==> src/rtl/axi_sram_bridge_if.sv <==
`timescale 1ns/1ps
`default_nettype none
// ============================================================================
// Module   : axi_sram_bridge_if
// Purpose  : AXI3 channel bundle between the SRAM bridge (master) and the
//            SoC interconnect (slave). len/burst/lock/cache/prot are tied
//            off in the SoC wrapper and are therefore not carried here.
// Revision : 1.0 - initial release
// ============================================================================
interface axi_sram_bridge_if;
  // read address channel
  logic [3:0]  arid;
  logic [31:0] araddr;
  logic [2:0]  arsize;
  logic        arvalid;
  logic        arready;
  // read data channel
  logic [3:0]  rid;
  logic [31:0] rdata;
  logic        rlast;
  logic        rvalid;
  logic        rready;
  // write address channel
  logic [3:0]  awid;
  logic [31:0] awaddr;
  logic [2:0]  awsize;
  logic        awvalid;
  logic        awready;
  // write data channel
  logic [3:0]  wid;
  logic [31:0] wdata;
  logic [3:0]  wstrb;
  logic        wlast;
  logic        wvalid;
  logic        wready;
  // write response channel
  logic        bvalid;
  logic        bready;

  modport master (
    output arid, araddr, arsize, arvalid,
    input  arready,
    input  rid, rdata, rlast, rvalid,
    output rready,
    output awid, awaddr, awsize, awvalid,
    input  awready,
    output wid, wdata, wstrb, wlast, wvalid,
    input  wready,
    input  bvalid,
    output bready
  );

  modport slave (
    input  arid, araddr, arsize, arvalid,
    output arready,
    output rid, rdata, rlast, rvalid,
    input  rready,
    input  awid, awaddr, awsize, awvalid,
    output awready,
    input  wid, wdata, wstrb, wlast, wvalid,
    output wready,
    output bvalid,
    input  bready
  );
endinterface
`default_nettype wire

==> src/rtl/axi_sram_bridge.sv <==
`timescale 1ns/1ps
`default_nettype none
// ============================================================================
// Module   : axi_sram_bridge
// Purpose  : Turns the core's instruction and data SRAM-style ports into a
//            single AXI3 master with one outstanding transaction. The data
//            port wins over the instruction port; the pipeline is stalled
//            until every enabled port has completed its access.
// Revision : 1.0 - initial release
// ============================================================================
module axi_sram_bridge #(
  parameter logic [3:0] INST_ID = 4'd0,
  parameter logic [3:0] DATA_ID = 4'd1
) (
  input  logic              clk,
  input  logic              rst,
  input  logic              inst_sram_en,
  input  logic [31:0]       inst_sram_addr,
  output logic [31:0]       inst_sram_rdata,
  input  logic              data_sram_en,
  input  logic [3:0]        data_sram_wen,
  input  logic [31:0]       data_sram_addr,
  input  logic [31:0]       data_sram_wdata,
  output logic [31:0]       data_sram_rdata,
  output logic              stallreq,
  axi_sram_bridge_if.master axi
);

  typedef enum logic [2:0] {
    IDLE = 3'd0,
    D_AR = 3'd1,
    D_R  = 3'd2,
    D_W  = 3'd3,
    D_B  = 3'd4,
    I_AR = 3'd5,
    I_R  = 3'd6
  } state_t;

  state_t      state_q, state_d;
  logic [31:0] addr_q, addr_d;
  logic [3:0]  wen_q, wen_d;
  logic [31:0] wdata_q, wdata_d;
  logic [31:0] inst_rdata_q, inst_rdata_d;
  logic [31:0] data_rdata_q, data_rdata_d;
  logic        inst_done_q, inst_done_d;
  logic        data_done_q, data_done_d;
  logic        aw_ok_q, aw_ok_d;
  logic        w_ok_q, w_ok_d;

  logic        arvalid, rready, awvalid, wvalid, bready;
  logic [2:0]  awsize;
  logic        unused_ok;

  // Hold the pipeline while any enabled port still owes a completion.
  assign stallreq = ~rst & ((inst_sram_en & ~inst_done_q) |
                            (data_sram_en & ~data_done_q));

  assign inst_sram_rdata = inst_rdata_q;
  assign data_sram_rdata = data_rdata_q;

  // Address/data fields come straight from the captured request.
  assign axi.arid    = (state_q == I_AR) ? INST_ID : DATA_ID;
  assign axi.araddr  = {addr_q[31:2], 2'b00};
  assign axi.arsize  = 3'd2;
  assign axi.arvalid = arvalid;
  assign axi.rready  = rready;
  assign axi.awid    = DATA_ID;
  assign axi.awaddr  = addr_q;
  assign axi.awsize  = awsize;
  assign axi.awvalid = awvalid;
  assign axi.wid     = DATA_ID;
  assign axi.wdata   = wdata_q;
  assign axi.wstrb   = wen_q;
  assign axi.wlast   = 1'b1;
  assign axi.wvalid  = wvalid;
  assign axi.bready  = bready;

  // rid is irrelevant with a single outstanding read; rlast is always set.
  assign unused_ok = ^{axi.rid, axi.rlast};

  // Write transfer size follows the byte-enable pattern (word/half/byte).
  always_comb begin
    awsize = 3'd0;
    case (wen_q)
      4'b1111:         awsize = 3'd2;
      4'b0011, 4'b1100: awsize = 3'd1;
      default:         awsize = 3'd0;
    endcase
  end

  // Next-state, capture and channel-handshake logic.
  always_comb begin
    state_d      = state_q;
    addr_d       = addr_q;
    wen_d        = wen_q;
    wdata_d      = wdata_q;
    inst_rdata_d = inst_rdata_q;
    data_rdata_d = data_rdata_q;
    inst_done_d  = inst_done_q;
    data_done_d  = data_done_q;
    aw_ok_d      = aw_ok_q;
    w_ok_d       = w_ok_q;
    arvalid      = 1'b0;
    rready       = 1'b0;
    awvalid      = 1'b0;
    wvalid       = 1'b0;
    bready       = 1'b0;

    // Once the pipeline is released the completed accesses are consumed.
    if (!stallreq) begin
      inst_done_d = 1'b0;
      data_done_d = 1'b0;
    end

    case (state_q)
      IDLE: begin
        if (data_sram_en && !data_done_q) begin
          addr_d  = data_sram_addr;
          wen_d   = data_sram_wen;
          wdata_d = data_sram_wdata;
          aw_ok_d = 1'b0;
          w_ok_d  = 1'b0;
          state_d = (|data_sram_wen) ? D_W : D_AR;
        end else if (inst_sram_en && !inst_done_q) begin
          addr_d  = inst_sram_addr;
          wen_d   = 4'b0000;
          state_d = I_AR;
        end
      end
      D_AR, I_AR: begin
        arvalid = 1'b1;
        if (axi.arready) state_d = (state_q == D_AR) ? D_R : I_R;
      end
      D_R: begin
        rready = 1'b1;
        if (axi.rvalid) begin
          data_rdata_d = axi.rdata;
          data_done_d  = 1'b1;
          state_d      = IDLE;
        end
      end
      I_R: begin
        rready = 1'b1;
        if (axi.rvalid) begin
          inst_rdata_d = axi.rdata;
          inst_done_d  = 1'b1;
          state_d      = IDLE;
        end
      end
      D_W: begin
        // AW and W retire independently; either may finish first or together.
        awvalid = ~aw_ok_q;
        wvalid  = ~w_ok_q;
        aw_ok_d = aw_ok_q | (awvalid & axi.awready);
        w_ok_d  = w_ok_q | (wvalid & axi.wready);
        if (aw_ok_d && w_ok_d) state_d = D_B;
      end
      D_B: begin
        bready = 1'b1;
        if (axi.bvalid) begin
          data_done_d = 1'b1;
          state_d     = IDLE;
        end
      end
      default: state_d = IDLE;
    endcase
  end

  // State and datapath registers.
  always_ff @(posedge clk) begin
    if (rst) begin
      state_q      <= IDLE;
      addr_q       <= 32'd0;
      wen_q        <= 4'd0;
      wdata_q      <= 32'd0;
      inst_rdata_q <= 32'd0;
      data_rdata_q <= 32'd0;
      inst_done_q  <= 1'b0;
      data_done_q  <= 1'b0;
      aw_ok_q      <= 1'b0;
      w_ok_q       <= 1'b0;
    end else begin
      state_q      <= state_d;
      addr_q       <= addr_d;
      wen_q        <= wen_d;
      wdata_q      <= wdata_d;
      inst_rdata_q <= inst_rdata_d;
      data_rdata_q <= data_rdata_d;
      inst_done_q  <= inst_done_d;
      data_done_q  <= data_done_d;
      aw_ok_q      <= aw_ok_d;
      w_ok_q       <= w_ok_d;
    end
  end

endmodule
`default_nettype wire

==> src/flat_wrapper.sv <==
// flat-port wrapper written by rule: the top's interface ports become plain ports
module axi_sram_bridge_flat 
#(
  parameter logic [3:0] INST_ID = 4'd0,
  parameter logic [3:0] DATA_ID = 4'd1
)
  (clk, rst, inst_sram_en, inst_sram_addr, inst_sram_rdata, data_sram_en, data_sram_wen, data_sram_addr, data_sram_wdata, data_sram_rdata, stallreq, axi_arid, axi_araddr, axi_arsize, axi_arvalid, axi_arready, axi_rid, axi_rdata, axi_rlast, axi_rvalid, axi_rready, axi_awid, axi_awaddr, axi_awsize, axi_awvalid, axi_awready, axi_wid, axi_wdata, axi_wstrb, axi_wlast, axi_wvalid, axi_wready, axi_bvalid, axi_bready);
  axi_sram_bridge_if axi_i ();
  input  logic clk;
  input  logic rst;
  input  logic inst_sram_en;
  input  logic [31:0] inst_sram_addr;
  output logic [31:0] inst_sram_rdata;
  input  logic data_sram_en;
  input  logic [3:0] data_sram_wen;
  input  logic [31:0] data_sram_addr;
  input  logic [31:0] data_sram_wdata;
  output logic [31:0] data_sram_rdata;
  output logic stallreq;
  output wire logic [$bits(axi_i.arid)-1:0] axi_arid;
  output wire logic [$bits(axi_i.araddr)-1:0] axi_araddr;
  output wire logic [$bits(axi_i.arsize)-1:0] axi_arsize;
  output wire logic [$bits(axi_i.arvalid)-1:0] axi_arvalid;
  input wire logic [$bits(axi_i.arready)-1:0] axi_arready;
  input wire logic [$bits(axi_i.rid)-1:0] axi_rid;
  input wire logic [$bits(axi_i.rdata)-1:0] axi_rdata;
  input wire logic [$bits(axi_i.rlast)-1:0] axi_rlast;
  input wire logic [$bits(axi_i.rvalid)-1:0] axi_rvalid;
  output wire logic [$bits(axi_i.rready)-1:0] axi_rready;
  output wire logic [$bits(axi_i.awid)-1:0] axi_awid;
  output wire logic [$bits(axi_i.awaddr)-1:0] axi_awaddr;
  output wire logic [$bits(axi_i.awsize)-1:0] axi_awsize;
  output wire logic [$bits(axi_i.awvalid)-1:0] axi_awvalid;
  input wire logic [$bits(axi_i.awready)-1:0] axi_awready;
  output wire logic [$bits(axi_i.wid)-1:0] axi_wid;
  output wire logic [$bits(axi_i.wdata)-1:0] axi_wdata;
  output wire logic [$bits(axi_i.wstrb)-1:0] axi_wstrb;
  output wire logic [$bits(axi_i.wlast)-1:0] axi_wlast;
  output wire logic [$bits(axi_i.wvalid)-1:0] axi_wvalid;
  input wire logic [$bits(axi_i.wready)-1:0] axi_wready;
  input wire logic [$bits(axi_i.bvalid)-1:0] axi_bvalid;
  output wire logic [$bits(axi_i.bready)-1:0] axi_bready;
  assign axi_arid = axi_i.arid;
  assign axi_araddr = axi_i.araddr;
  assign axi_arsize = axi_i.arsize;
  assign axi_arvalid = axi_i.arvalid;
  assign axi_i.arready = axi_arready;
  assign axi_i.rid = axi_rid;
  assign axi_i.rdata = axi_rdata;
  assign axi_i.rlast = axi_rlast;
  assign axi_i.rvalid = axi_rvalid;
  assign axi_rready = axi_i.rready;
  assign axi_awid = axi_i.awid;
  assign axi_awaddr = axi_i.awaddr;
  assign axi_awsize = axi_i.awsize;
  assign axi_awvalid = axi_i.awvalid;
  assign axi_i.awready = axi_awready;
  assign axi_wid = axi_i.wid;
  assign axi_wdata = axi_i.wdata;
  assign axi_wstrb = axi_i.wstrb;
  assign axi_wlast = axi_i.wlast;
  assign axi_wvalid = axi_i.wvalid;
  assign axi_i.wready = axi_wready;
  assign axi_i.bvalid = axi_bvalid;
  assign axi_bready = axi_i.bready;
  axi_sram_bridge #(.INST_ID(INST_ID), .DATA_ID(DATA_ID)) u_core (.clk(clk), .rst(rst), .inst_sram_en(inst_sram_en), .inst_sram_addr(inst_sram_addr), .inst_sram_rdata(inst_sram_rdata), .data_sram_en(data_sram_en), .data_sram_wen(data_sram_wen), .data_sram_addr(data_sram_addr), .data_sram_wdata(data_sram_wdata), .data_sram_rdata(data_sram_rdata), .stallreq(stallreq), .axi(axi_i));
endmodule
==> config.mk <==
export PLATFORM = sky130hd
export DESIGN_NAME = axi_sram_bridge_flat
export DESIGN_NICKNAME = d
export VERILOG_FILES = /design/src/rtl/axi_sram_bridge_if.sv /design/src/rtl/axi_sram_bridge.sv /design/src/flat_wrapper.sv
export SDC_FILE = /design/constraint.sdc
export NUM_CORES = 1
export LEC_CHECK = 0
export ABC_AREA = 1
export CAP_MARGIN = 20
export CORE_MARGIN = 4
export CORE_UTILIZATION = 39
export CTS_CLUSTER_DIAMETER = 150
export DETAILED_ROUTE_END_ITERATION = 10
export GPL_TIMING_DRIVEN = 0
export PLACE_DENSITY = 0.82
export SLEW_MARGIN = 20
export SYNTH_ARGS = -nofsm -noshare
export SYNTH_HDL_FRONTEND = slang
export SYNTH_SLANG_ARGS = --single-unit
==> constraint.sdc <==
create_clock -name clk -period 1.5 [get_ports clk]
set_input_delay 0.45 -clock clk [delete_from_list [all_inputs] [get_ports clk]]
set_output_delay 0.45 -clock clk [all_outputs]
set_load 0.1 [all_outputs]
==> metrics.md, run 1 <==
| Metric | Value |
|---|---|
| DP Wirelength | 16700 um |
| Fillers | 701 |
| Cell Int Power | 0.0133 W |
| Clock period minus worst slack | 1.84 ns |
| # diodes | 0 |
| Worst R2R Setup Slack | -0.26 ns |
| Leading area contributor after synthesis | dfxtp_1 |
| Most common cell in the synthesized netlist | nand2_1 |
| DRT Pass-1 Iters | 5 |
| Core Area | 0.0148 mm^2 |
| Sw power | 0.0136 W |
| Vias in the first global route | 6716 |
| Top cells by area, synth | dfxtp_1, nand2_1, a21oi_1, buf_4, nand4_1 |
| Initial DRC Count | around 550 |
| Area growth from synthesis to layout | 111% |
| Final Hold Fails | 0 |
| Synthesized cell area | around 0.006 mm^2 |
| Worst reg2reg path depth | 9 |
| Number of register bits inferred by synthesis | 139 |
| Row count | 44 |
| Mean area per synthesized cell | 7.18 um^2 |
| Min setup slack post-route | -0.339 ns |
| Clock slew at reported path FFs | 0.06 ns |
| Via Count | 7646 |
| CTS buffer count | 17 |
| RR Endpoint | u_core.axi.wdata[29] |
| Pwr Density | 2130 mW/mm^2 |
| Syn Inst Count | 830 |
| Power Total | 0.0269 W |
| Tightest Pin Transition | 0.813 ns |
| Synth warn | 0 |
| Peak Freq | 544 MHz |
| Worst-skew pair later-pin latency | 0.42 ns |
| Dpl cells | 1339 |
| Startpoint Class | flop |
| Top cell type's share of synthesized area | 46.7% |
| Congestion Overflow GR | 0 |
| Hold buffers post-CTS | 0 |
| Yosys cell types | 23 |
| Die Y | 132 um |
| Hold Path Depth | 3 |
| Type of the most critical hold path | input port to flop |
| Final GP Congestion | around 0.86 |
| Status | finished with violations |
| Die Width | 132 um |
| Max cap viols | 0 |
| # DRC | 0 |
| Largest net degree at the start of global routing | 17 |
| Die Area | 0.0173 mm^2 |
| IR drop worst, VDD | 0.00107 V |
| Seq/Total Area, Yosys | 46.7% |
| Max-slew violation count | 0 |
| Clock skew | approximately 0.0090 ns |
| Global Route Usage Sum | 25.9% |
| WL final | 30600 um |
| Max Root-Sink Buffers | 2 |
| Hold Startpoint | rst |
| CP max FO | 4 |
| DR WL/cell | 21.5 um |
| Power share of the clock group | about 17% |
| FFs w/ async S/R, synth | 0% |
| Setup tns final | -15.27 ns |
| Crit path kind | flop to output pin |
| Final Non-Filler Cells | 1425 |
| Fin nets | 1374 |
| Clock root cell | clkbuf_16 |
| Port bufs | slightly above 300 |
| EDFF count, synth | 0 |
| CP Capture Type | output pin |
| Reg2reg start | u_core.state_q[1] |
| Dominant synthesized flop cell | dfxtp_1 |
| H-tree Lvls | 4 |
| Seq pwr share | 20.0% |
| ANT nets after route | 0 |
| Max_slew headroom | 45.8% |
| CTS tree | built |
| Final worst-path cycle share | 123% |
| First-pass GRT wire length | 36200 um |
| WP data arrival | 1.39 ns |
| Sw frac | between 50% and 60% |
| Initial core utilization | 40.4% |
| Synth cell count leaders | nand2_1, a21oi_1, dfxtp_1 |
| P_leak | 5.42 nW |
| Share of cells above drive strength 1 | 44.7% |
| Initial antenna violation count | 1 |
| Clk sink count | 139 |
| Vias per cell | 5.37 |
| Final setup fails | around 110 |
| Failing checks | setup timing |
| Hold endpoint | u_core.axi.wdata[6] |
| Worst hold slack | 0.416 ns |
| Combinational fraction of design power | 63.4% |
| RSZ-0062 raised after global routing | yes |
| WP data required | between 1 and 1.5 ns |
| Top-level I/O count | 335 |
-- worst max path at each step --
stage                        start       endpoint  slack [ns]  depth (start not counted)
3_3_place_gp          data_sram_en       stallreq       -1.47                          6
2_1_floorplan  u_core.axi.wstrb[3]  axi_awsize[0]       -0.20                          2
4_1_cts        u_core.axi.wstrb[2]  axi_awsize[0]       -0.31                          3
3_5_place_dp          data_sram_en       stallreq       -1.49                          6
6_report       u_core.axi.wstrb[2]  axi_awsize[0]       -0.34                          3
5_1_grt        u_core.axi.wstrb[2]  axi_awsize[0]       -0.40                          3
-- cells in the final DEF, fill, tap and decap left out, types with 18 or more instances in the layout --
master           instances
conb_1                  18
a21oi_1                 78
a21oi_2                 61
buf_4                   65
dfxtp_4                 32
buf_8                   31
nand2_1                278
clkdlybuf4s50_1        136
dfxtp_1                 93
buf_6                  131
clkbuf_1                19
clkbuf_16               28
nand2_2                 28
nand4_1                 32
nand2_4                 52
buf_12                  56
-- critical path: stages (launching register included) --
cell and delay [ns]:
dfxtp_4 0.37, o22ai_2 0.18, a21boi_4 0.23, buf_12 0.19
-- power by group through the flow --
stage | logic, W | clock network (W) | registers [W]
detailed placement | 0.0121 | 0 | 0.00493
finish | 0.0170 | 0.00447 | 0.00538
global route | 0.0174 | 0.00465 | 0.00543
floorplan | 0.00513 | 0 | 0.00901
global placement | 0.0120 | 0 | 0.00491
CTS | 0.0135 | 0.00446 | 0.00509
-- sequential cells by signal, summed over array words and instances, names as in the netlist --
name	flops
u_core.aw_ok_q	1
u_core.axi.awaddr	32
u_core.axi.wdata	32
u_core.axi.wstrb	4
u_core.data_done_q	1
u_core.data_sram_rdata	32
u_core.inst_done_q	1
u_core.inst_sram_rdata	32
u_core.state_q	3
u_core.w_ok_q	1
-- per-stage QoR --
step                      utilization [%]  worst slack (ns)  instance area (um^2)
after CTS                            74.6            -0.307                 11000
after floorplan                         -            -0.200                  6190
after global routing                 85.4            -0.399                 12600
final                                85.4            -0.339                 12600
after global placement               64.5             -1.47                  9520
after detailed placement             64.5             -1.49                  9520
-- cell families after synthesis --
| logic type | Yosys count | synth area share, % |
|---|---|---|
| buffers and inverters | 123 | 12.0 |
| and+or+nand+nor | 424 | 29.2 |
| other | 2 | 0.126 |
| AOI/OAI and AO/OA | 142 | 12.0 |
| DFF | 139 | 46.7 |
-- routing by layer --
metal	track usage (%)	part of all wire, %	wire length, um	up-vias
met5	0	0.042	13	-
met4	8.34	5.2	1600	2
met3	8.33	9.2	2810	129
met2	49.6	52	16000	497
met1	26.7	33	10200	3600
li1	-	-	-	3418
-- layout make-up --
| class | count | area (um^2) | area share (%) |
|---|---|---|---|
| Sequential cell | 139 | 2920 | 23.2 |
| Multi-Input combinational cell | 584 | 3310 | 26.3 |
| Buffer | 87 | 758 | 6.02 |
| Inverter | 19 | 115 | 0.914 |
| Timing Repair Buffer | 380 | 4640 | 36.8 |
| Tap cell | 184 | 230 | 1.83 |
| Clock buffer | 22 | 484 | 3.84 |
| Clock inverter | 10 | 138 | 1.09 |
-- repair_timing --
action                                   CTS  global route
endpoints found under the setup margin   273           181
setup buffers                             18            41
gates cloned                               0            13
pin swaps                                 11            36
gates resized for setup                 1346           333
(Power assumes the default switching activity.)
==> run 2: changes to the inputs <==
--- a/config.mk
+++ b/config.mk
@@ -5,11 +5,9 @@
 export SDC_FILE = /design/constraint.sdc
 export NUM_CORES = 1
 export LEC_CHECK = 0
-export ABC_AREA = 1
 export CAP_MARGIN = 20
 export CORE_MARGIN = 4
-export CORE_UTILIZATION = 39
-export CTS_CLUSTER_DIAMETER = 150
+export CORE_UTILIZATION = 38
 export DETAILED_ROUTE_END_ITERATION = 10
 export GPL_TIMING_DRIVEN = 0
 export PLACE_DENSITY = 0.82
==> run 2 against run 1 <==
Global-route usage rose by 4.9 points. Largest power group unchanged. Non-clock buffer count rose by 32. Worst hold slack better by 0.048 ns. Clock-buffer cell count decreased by 2. Final cell count shrank 4.4%. The flow still finishes with violations (setup timing). Wire length increased by 16%. Highest routed layer unchanged.
==> metrics.md, run 2 <==
| Metric | Value |
|---|---|
| Status | finished with violations |
| Failing checks | setup timing |
| Core Area | 0.0147 mm^2 (-0.37%) |
| Vias in the first global route | 7125 (+6.1%) |
| Clock slew at reported path FFs | 0.06 ns (about the same) |
| Max_slew headroom | 46.2% (+0.44 points) |
| Worst hold slack | 0.464 ns (+0.0475 ns) |
| Max-slew violation count | 0 (unchanged) |
| CTS buffer count | 17 (unchanged) |
| Largest net degree at the start of global routing | 17 (unchanged) |
| Synth cell count leaders | nand2_1, dfxtp_1, a21oi_1 |
| Power Total | 0.0300 W (+12%) |
| Yosys cell types | 38 (+65%) |
| Number of register bits inferred by synthesis | 139 (unchanged) |
| H-tree Lvls | 4 (unchanged) |
| # DRC | 0 (unchanged) |
| Clock period minus worst slack | 1.99 ns (+0.154 ns) |
| Hold Path Depth | 2 (-1) |
| Max cap viols | 0 (unchanged) |
| Die Area | 0.0172 mm^2 (-0.83%) |
| Most common cell in the synthesized netlist | nand2_1 |
| DRT Pass-1 Iters | 5 (unchanged) |
| Fin nets | 1306 (-4.9%) |
| Seq/Total Area, Yosys | 48.3% (+1.7 points) |
| P_leak | 5.44 nW (+0.41%) |
| WP data arrival | 1.54 ns (+0.15 ns) |
| Crit path kind | flop to output pin |
| Port bufs | 310 (+0.32%) |
| Hold endpoint | u_core.inst_sram_rdata[30] |
| Area growth from synthesis to layout | 128% |
| Die Y | 131 um (-0.41%) |
| Initial DRC Count | 569 (+2.9%) |
| CP Capture Type | output pin |
| Share of cells above drive strength 1 | 55.7% (+11 points) |
| ANT nets after route | 0 (unchanged) |
| Final Hold Fails | 0 (unchanged) |
| Crit-path cells | nand2_4, or3_4, o31ai_4, buf_12 |
| Top-level I/O count | 335 (unchanged) |
| Die Width | 131 um (-0.41%) |
| Worst R2R Setup Slack | -0.46 ns (-0.20 ns) |
| Most frequent cells in the layout | nand2_1, buf_6, clkdlybuf4s50_1 |
| Top cells by area, synth | dfxtp_1, nand2_1, a21oi_1, buf_4, a311oi_1 |
| Hold Startpoint | u_core.inst_sram_rdata[30] |
| Final setup fails | 173 (+56%) |
| RSZ-0062 raised after global routing | yes |
| Worst reg2reg path depth | 10 (+1) |
| IR drop worst, VDD | 0.00124 V (+15%) |
| Congestion Overflow GR | 0 (unchanged) |
| Pwr Density | 2280 mW/mm^2 (+7.0%) |
| Final GP Congestion | 0.862 (-0.21%) |
| EDFF count, synth | 0 (unchanged) |
| Synthesized cell area | 0.00576 mm^2 (-3.4%) |
| Commonest non-fill, non-tap cell in the layout | nand2_1 |
| Clock skew | 0.0125 ns (+0.00354 ns) |
| Dominant synthesized flop cell | dfxtp_1 |
| Syn Inst Count | 725 (-13%) |
| RR Endpoint | u_core.axi.wstrb[0] |
| WL final | 35500 um (+16%) |
| Clock root cell | clkbuf_16 |
| Type of the most critical hold path | flop to flop |
| DP Wirelength | 16600 um (-0.62%) |
| DR WL/cell | 26.1 um (+22%) |
| Synth warn | 0 (unchanged) |
| CP max stage cell | dfxtp_4 |
| Global Route Usage Sum | 30.8% (+4.9 points) |
| First-pass GRT wire length | 40000 um (+10%) |
| Clk sink count | 139 (unchanged) |
| CP max FO | 3 (-1) |
| Largest stage delay on the critical path | 0.38 ns (about the same) |
| Startpoint Class | flop |
| Max Root-Sink Buffers | 2 (unchanged) |
| Worst-skew pair later-pin latency | 0.43 ns (about the same) |
| Min setup slack post-route | -0.493 ns (-0.154 ns) |
| Leading area contributor after synthesis | dfxtp_1 |
| Row count | 44 (unchanged) |
| Reg2reg start | u_core.state_q[2] |
| Tightest Pin Transition | 0.807 ns (-0.00663 ns) |
| Peak Freq | 502 MHz (-7.7%) |
| CTS tree | built |
| FFs w/ async S/R, synth | 0% (unchanged) |
| Mean area per synthesized cell | 7.94 um^2 (+11%) |
| Vias per cell | 5.70 (+6.2%) |
| Initial antenna violation count | 4 (+3) |
| WP data required | 1.05 ns (about the same) |
| Final worst-path cycle share | 133% (+10 points) |
| Initial core utilization | 39.2% (-1.2 points) |
| Top cell type's share of synthesized area | 48.3% (+1.7 points) |
| Via Count | 7759 (+1.5%) |
-- run 2: cell types whose count changed in the layout (fill, tap and decap cells not counted), sizes merged, moves of 4 or more --
cell    before  now
nand2      359  263
a22oi        0    7
diode        0    5
inv         16    1
o21ai        1    5
buf        290  330
a311oi       0   32
nor3         0    4
nor2        23   44
clkbuf      61   49
a21oi      139  100
nand4       32    0
-- run 2: cell families (layout without fill, tap and decap cells) --
family | count (synthesis) | count (layout) | synth area share (%)
buffers and inverters | 102 | 533 | 11.5
AND/OR/NAND/NOR | 328 | 329 | 23.5
other | 2 | 23 | 0.130
flip-flops | 139 | 139 | 48.3
AO/OA/AOI/OAI | 154 | 154 | 16.5
-- run 2: cell type report --
class / count / area [um^2]
Fill cell: 559 / 1570
Buffer: 84 / 846
Antenna cell: 5 / 12.5
Sequential cell: 139 / 2930
Multi-Input combinational cell: 501 / 3520
Tap cell: 184 / 230
Clock buffer: 20 / 457
Clock inverter: 12 / 194
Inverter: 2 / 18.8
Timing Repair Buffer: 415 / 4920
-- run 2: power breakdown --
| group | switching (W) | internal (W) |
|---|---|---|
| logic | 0.0125 | 0.00711 |
| registers | 0.000944 | 0.00463 |
| clock network | 0.00172 | 0.00303 |
| total | 0.0152 | 0.0148 |
-- run 2: repair_timing --
| action | in CTS | in global routing |
|---|---|---|
| gates resized for setup | 1451 | 335 |
| setup buffers | 52 | 44 |
| gates cloned | 13 | 8 |
| setup endpoints to repair | 300 | 218 |
| hold buffers | 0 | 0 |
| pin swaps | 47 | 131 |
-- run 2: worst max path at each step --
stage | start | to | slack (ns) | cells after the start
detailed placement | data_sram_en | stallreq | -1.57 | 6
finish | u_core.axi.wstrb[2] | axi_awsize[0] | -0.49 | 4
global route | u_core.state_q[0] | u_core.axi.awaddr[31] | -0.53 | 8
CTS | u_core.axi.wstrb[2] | axi_awsize[0] | -0.43 | 4
global placement | data_sram_en | stallreq | -1.57 | 6
floorplan | u_core.axi.wstrb[0] | axi_awsize[0] | -0.48 | 2
-- run 2: routing by layer --
layer | routed length (um) | track usage (%) | vias up | part of all wire (%)
li1 | - | - | 3237 | -
met1 | 11300 | 30.7 | 3651 | 32
met2 | 17200 | 53.6 | 618 | 48
met3 | 4010 | 11.7 | 251 | 11
met4 | 3100 | 19.8 | 2 | 8.7
met5 | 13 | 0 | - | 0.037
-- run 2: critical path, delay by kind of cell (launching register included) --
family | cells | cell delay [ns]
flip-flops | 1 | 0.38
buffers and inverters | 1 | 0.22
AND/OR/NAND/NOR | 2 | 0.43
AO/OA/AOI/OAI | 1 | 0.09
-- run 2: through the flow --
stage | instances | cell area, um^2 | TNS (ns) | worst slack (ns) | util [%]
after floorplan | 741 | 6050 | -2.09 | -0.477 | -
after global placement | 1235 | 9390 | -155.83 | -1.57 | 63.9
after detailed placement | 1235 | 9390 | -158.94 | -1.57 | 63.9
after CTS | 1330 | 11700 | -12.42 | -0.432 | 79.9
after global routing | 1361 | 13100 | -35.99 | -0.527 | 89.3
final | 1362 | 13100 | -27.07 | -0.493 | 89.3
==> run 3: changes to the inputs <==
--- a/config.mk
+++ b/config.mk
@@ -6,11 +6,11 @@
 export NUM_CORES = 1
 export LEC_CHECK = 0
 export CAP_MARGIN = 20
-export CORE_MARGIN = 4
-export CORE_UTILIZATION = 38
+export CORE_AREA = 4 4 128 130
 export DETAILED_ROUTE_END_ITERATION = 10
+export DIE_AREA = 0 0 132 134
 export GPL_TIMING_DRIVEN = 0
-export PLACE_DENSITY = 0.82
+export PLACE_DENSITY = 0.81
 export SLEW_MARGIN = 20
 export SYNTH_ARGS = -nofsm -noshare
 export SYNTH_HDL_FRONTEND = slang
==> constraint.sdc (replaced) <==
create_clock -name clk -period 2.6 [get_ports clk]
set_input_delay 0.78 -clock clk [delete_from_list [all_inputs] [get_ports clk]]
set_output_delay 0.78 -clock clk [all_outputs]
set_load 0.1 [all_outputs]
==> run 3 against run 2 <==
The run now ends clean. Design area fell by 27%. Die area increased by 2.9%. Core utilization shrank 26 points. Worst setup slack better by 0.55 ns. Highest routed layer unchanged.
==> metrics.md, run 3 (same netlist as run 2, synthesis figures left out) <==
| Metric | Value |
|---|---|
| Hold Path Depth | 2 (unchanged) |
| Worst reg2reg path depth | 6 (-4) |
| Initial core utilization | 38.0% (-1.2 points) |
| Port bufs | 310 (unchanged) |
| Met2 Track Usage GR | 42.4% (-11 points) |
| Largest net degree at the start of global routing | 20 (+3) |
| Final worst-path cycle share | between 90% and 100% |
| Clock period minus worst slack | around 2.5 ns |
| Vias in the first global route | 5874 (-18%) |
| DP Wirelength | 16600 um (about the same) |
| Final GP Congestion | 0.866 (+0.50%) |
| Vias per cell | 4.86 (-15%) |
| Clk sink count | 139 (unchanged) |
| Max Root-Sink Buffers | 2 (unchanged) |
| # diodes | 0 (-5) |
| Post-route cell area | 0.00961 mm^2 (-27%) |
| Max_slew headroom | 27.9% (-18 points) |
| P_leak | 4.38 nW (-20%) |
| Final Hold Fails | 0 (unchanged) |
| First-pass GRT wire length | 32000 um (-20%) |
| IR drop worst, VDD | 0.000751 V (-39%) |
| Global Route Usage Sum | 22.9% (-7.9 points) |
| Die Width | 132 um (+0.69%) |
| Status | complete, no violations |
| Top-level I/O count | 335 (unchanged) |
| Crit path kind | flop to output pin |
| Setup tns final | 0 ns (+27.07 ns) |
| Crit-path cells | buf_4, dlygate4sd2_1 |
| Peak Freq | 393 MHz |
| WP data required | 1.82 ns (+0.77 ns) |
| Power Total | 0.0125 W (-58%) |
| Met3 usage | 9.08% (-2.6 points) |
| Clock slew at reported path FFs | 0.06 ns (about the same) |
| Hold endpoint | u_core.inst_sram_rdata[20] |
| WP data arrival | 1.77 ns (+0.23 ns) |
| Initial antenna violation count | 1 (-3) |
| Die Area | 0.0177 mm^2 (+2.9%) |
| Final setup fails | 0 (-100%) |
| Core Area | 0.0151 mm^2 (+3.0%) |
| Startpoint Class | flop |
| Pwr Density | 1300 mW/mm^2 (-43%) |
| RSZ-0062 raised after global routing | no |
| Commonest non-fill, non-tap cell in the layout | nand2_1 |
| Row count | 45 (+2.3%) |
| CP Capture Type | output pin |
| Via Count | 6184 (-20%) |
| Register area | 0.00279 mm^2 (-4.8%) |
| Fillers | 1393 (+150%) |
| Worst-skew pair later-pin latency | 0.41 ns (-0.02 ns) |
| Fin nets | 1218 (-6.7%) |
| Share of cells above drive strength 1 | 12.7% (-43 points) |
| Largest stage delay on the critical path | 0.84 ns (+0.46 ns) |
| H-tree Lvls | 4 (unchanged) |
| Initial DRC Count | 262 (-54%) |
| Tightest Pin Transition | 1.09 ns (+0.280 ns) |
| RR Endpoint | u_core.inst_sram_rdata[30] |
| Worst R2R Setup Slack | 0.83 ns (+1.29 ns) |
| # DRC | 0 (unchanged) |
| Hold Startpoint | u_core.inst_sram_rdata[20] |
| Hold buffers post-CTS | 0 (unchanged) |
| DR WL/cell | 16.8 um (-36%) |
| Max cap viols | 0 (unchanged) |
| WL final | 21400 um (-40%) |
| Die Y | 134 um (+2.2%) |
| Placed Area | 0.00921 mm^2 (-1.9%) |
| Met1 Use GR | 23.3% (-7.3 points) |
| Type of the most critical hold path | flop to flop |
| Post-Route Utilization | 63.4% (-26 points) |
| CP max FO | 3 (unchanged) |
| CTS tree | built |
| Area of the multi-input gates | 0.00241 mm^2 (-31%) |
| Congestion Overflow GR | 0 (unchanged) |
| CTS buffer count | 17 (unchanged) |
| ANT nets after route | 0 (unchanged) |
| GR peak layer | met2 |
| Most frequent cells in the layout | nand2_1, dlygate4sd2_1, clkdlybuf4s50_1 |
| DRT Pass-1 Iters | 5 (unchanged) |
| Reg2reg start | u_core.state_q[1] |
| Area growth from synthesis to layout | 66.9% |
| Max-slew violation count | 0 (unchanged) |
| CP max stage cell | dlygate4sd2_1 |
| Clock root cell | clkbuf_16 |
| Clock skew | 0.00596 ns (-0.00658 ns) |
[run 3: cell types whose count changed in the layout (fill, tap and decap cells not counted), sizes merged, moves of 3 or more]
cell and change:
dlygate4sd2 +159, bufinv -3, diode -5, buf -245, clkbuf -4
[run 3: worst max path at each step]
stage / start / endpoint / slack [ns]
4_1_cts: data_sram_en / stallreq / -0.04
2_1_floorplan: u_core.state_q[2] / axi_awvalid / -0.17
3_3_place_gp: data_sram_en / stallreq / -1.28
3_5_place_dp: data_sram_en / stallreq / -1.31
5_1_grt: u_core.axi.wstrb[2] / axi_wstrb[2] / 0.003
6_report: u_core.axi.awaddr[30] / axi_awaddr[30] / 0.05
[run 3: worst max-delay path, delay by kind of cell (launching register included)]
| family | cells | cell delay [ns] |
|---|---|---|
| buffers and inverters | 2 | 0.97 |
| flip-flops | 1 | 0.39 |
[run 3: per-stage QoR]
step | instances | hold slack (ns) | setup slack [ns]
CTS | 1269 | 0.451 | -0.0353
global placement | 1239 | 0.440 | -1.28
floorplan | 741 | 0.450 | -0.166
global route | 1273 | 0.467 | 0.00279
finish | 1273 | 0.450 | 0.0529
detailed placement | 1239 | 0.446 | -1.31
[run 3: where the power goes]
| group | internal [W] | total, W | leakage (nW) | switching [W] |
|---|---|---|---|---|
| sequential | 0.00253 | 0.00281 | 1.13 | 0.000279 |
| clock | 0.00146 | 0.00239 | 0.279 | 0.000927 |
| combinational | 0.00156 | 0.00733 | 2.96 | 0.00577 |
| total | 0.00556 | 0.0125 | 4.38 | 0.00697 |
[run 3: cell type report]
cell class                      instances  area share (%)
Clock inverter                         11            1.25
Clock buffer                           21            4.79
Sequential cell                       139            29.0
Inverter                                2          0.0781
Multi-Input combinational cell        500            25.1
Timing Repair Buffer                  314            30.4
Buffer                                 98            6.89
Tap cell                              188            2.45
[run 3: routing by layer]
layer  up-vias  share of wire (%)
li1       3024                  -
met1      2859                 36
met2       265                 52
met3        34                9.3
met4         2                2.4
met5         -              0.037
[run 3: repair_timing]
item,CTS,global route
gates resized for setup,210,8
endpoints found under the setup margin,171,6
setup buffers,0,4
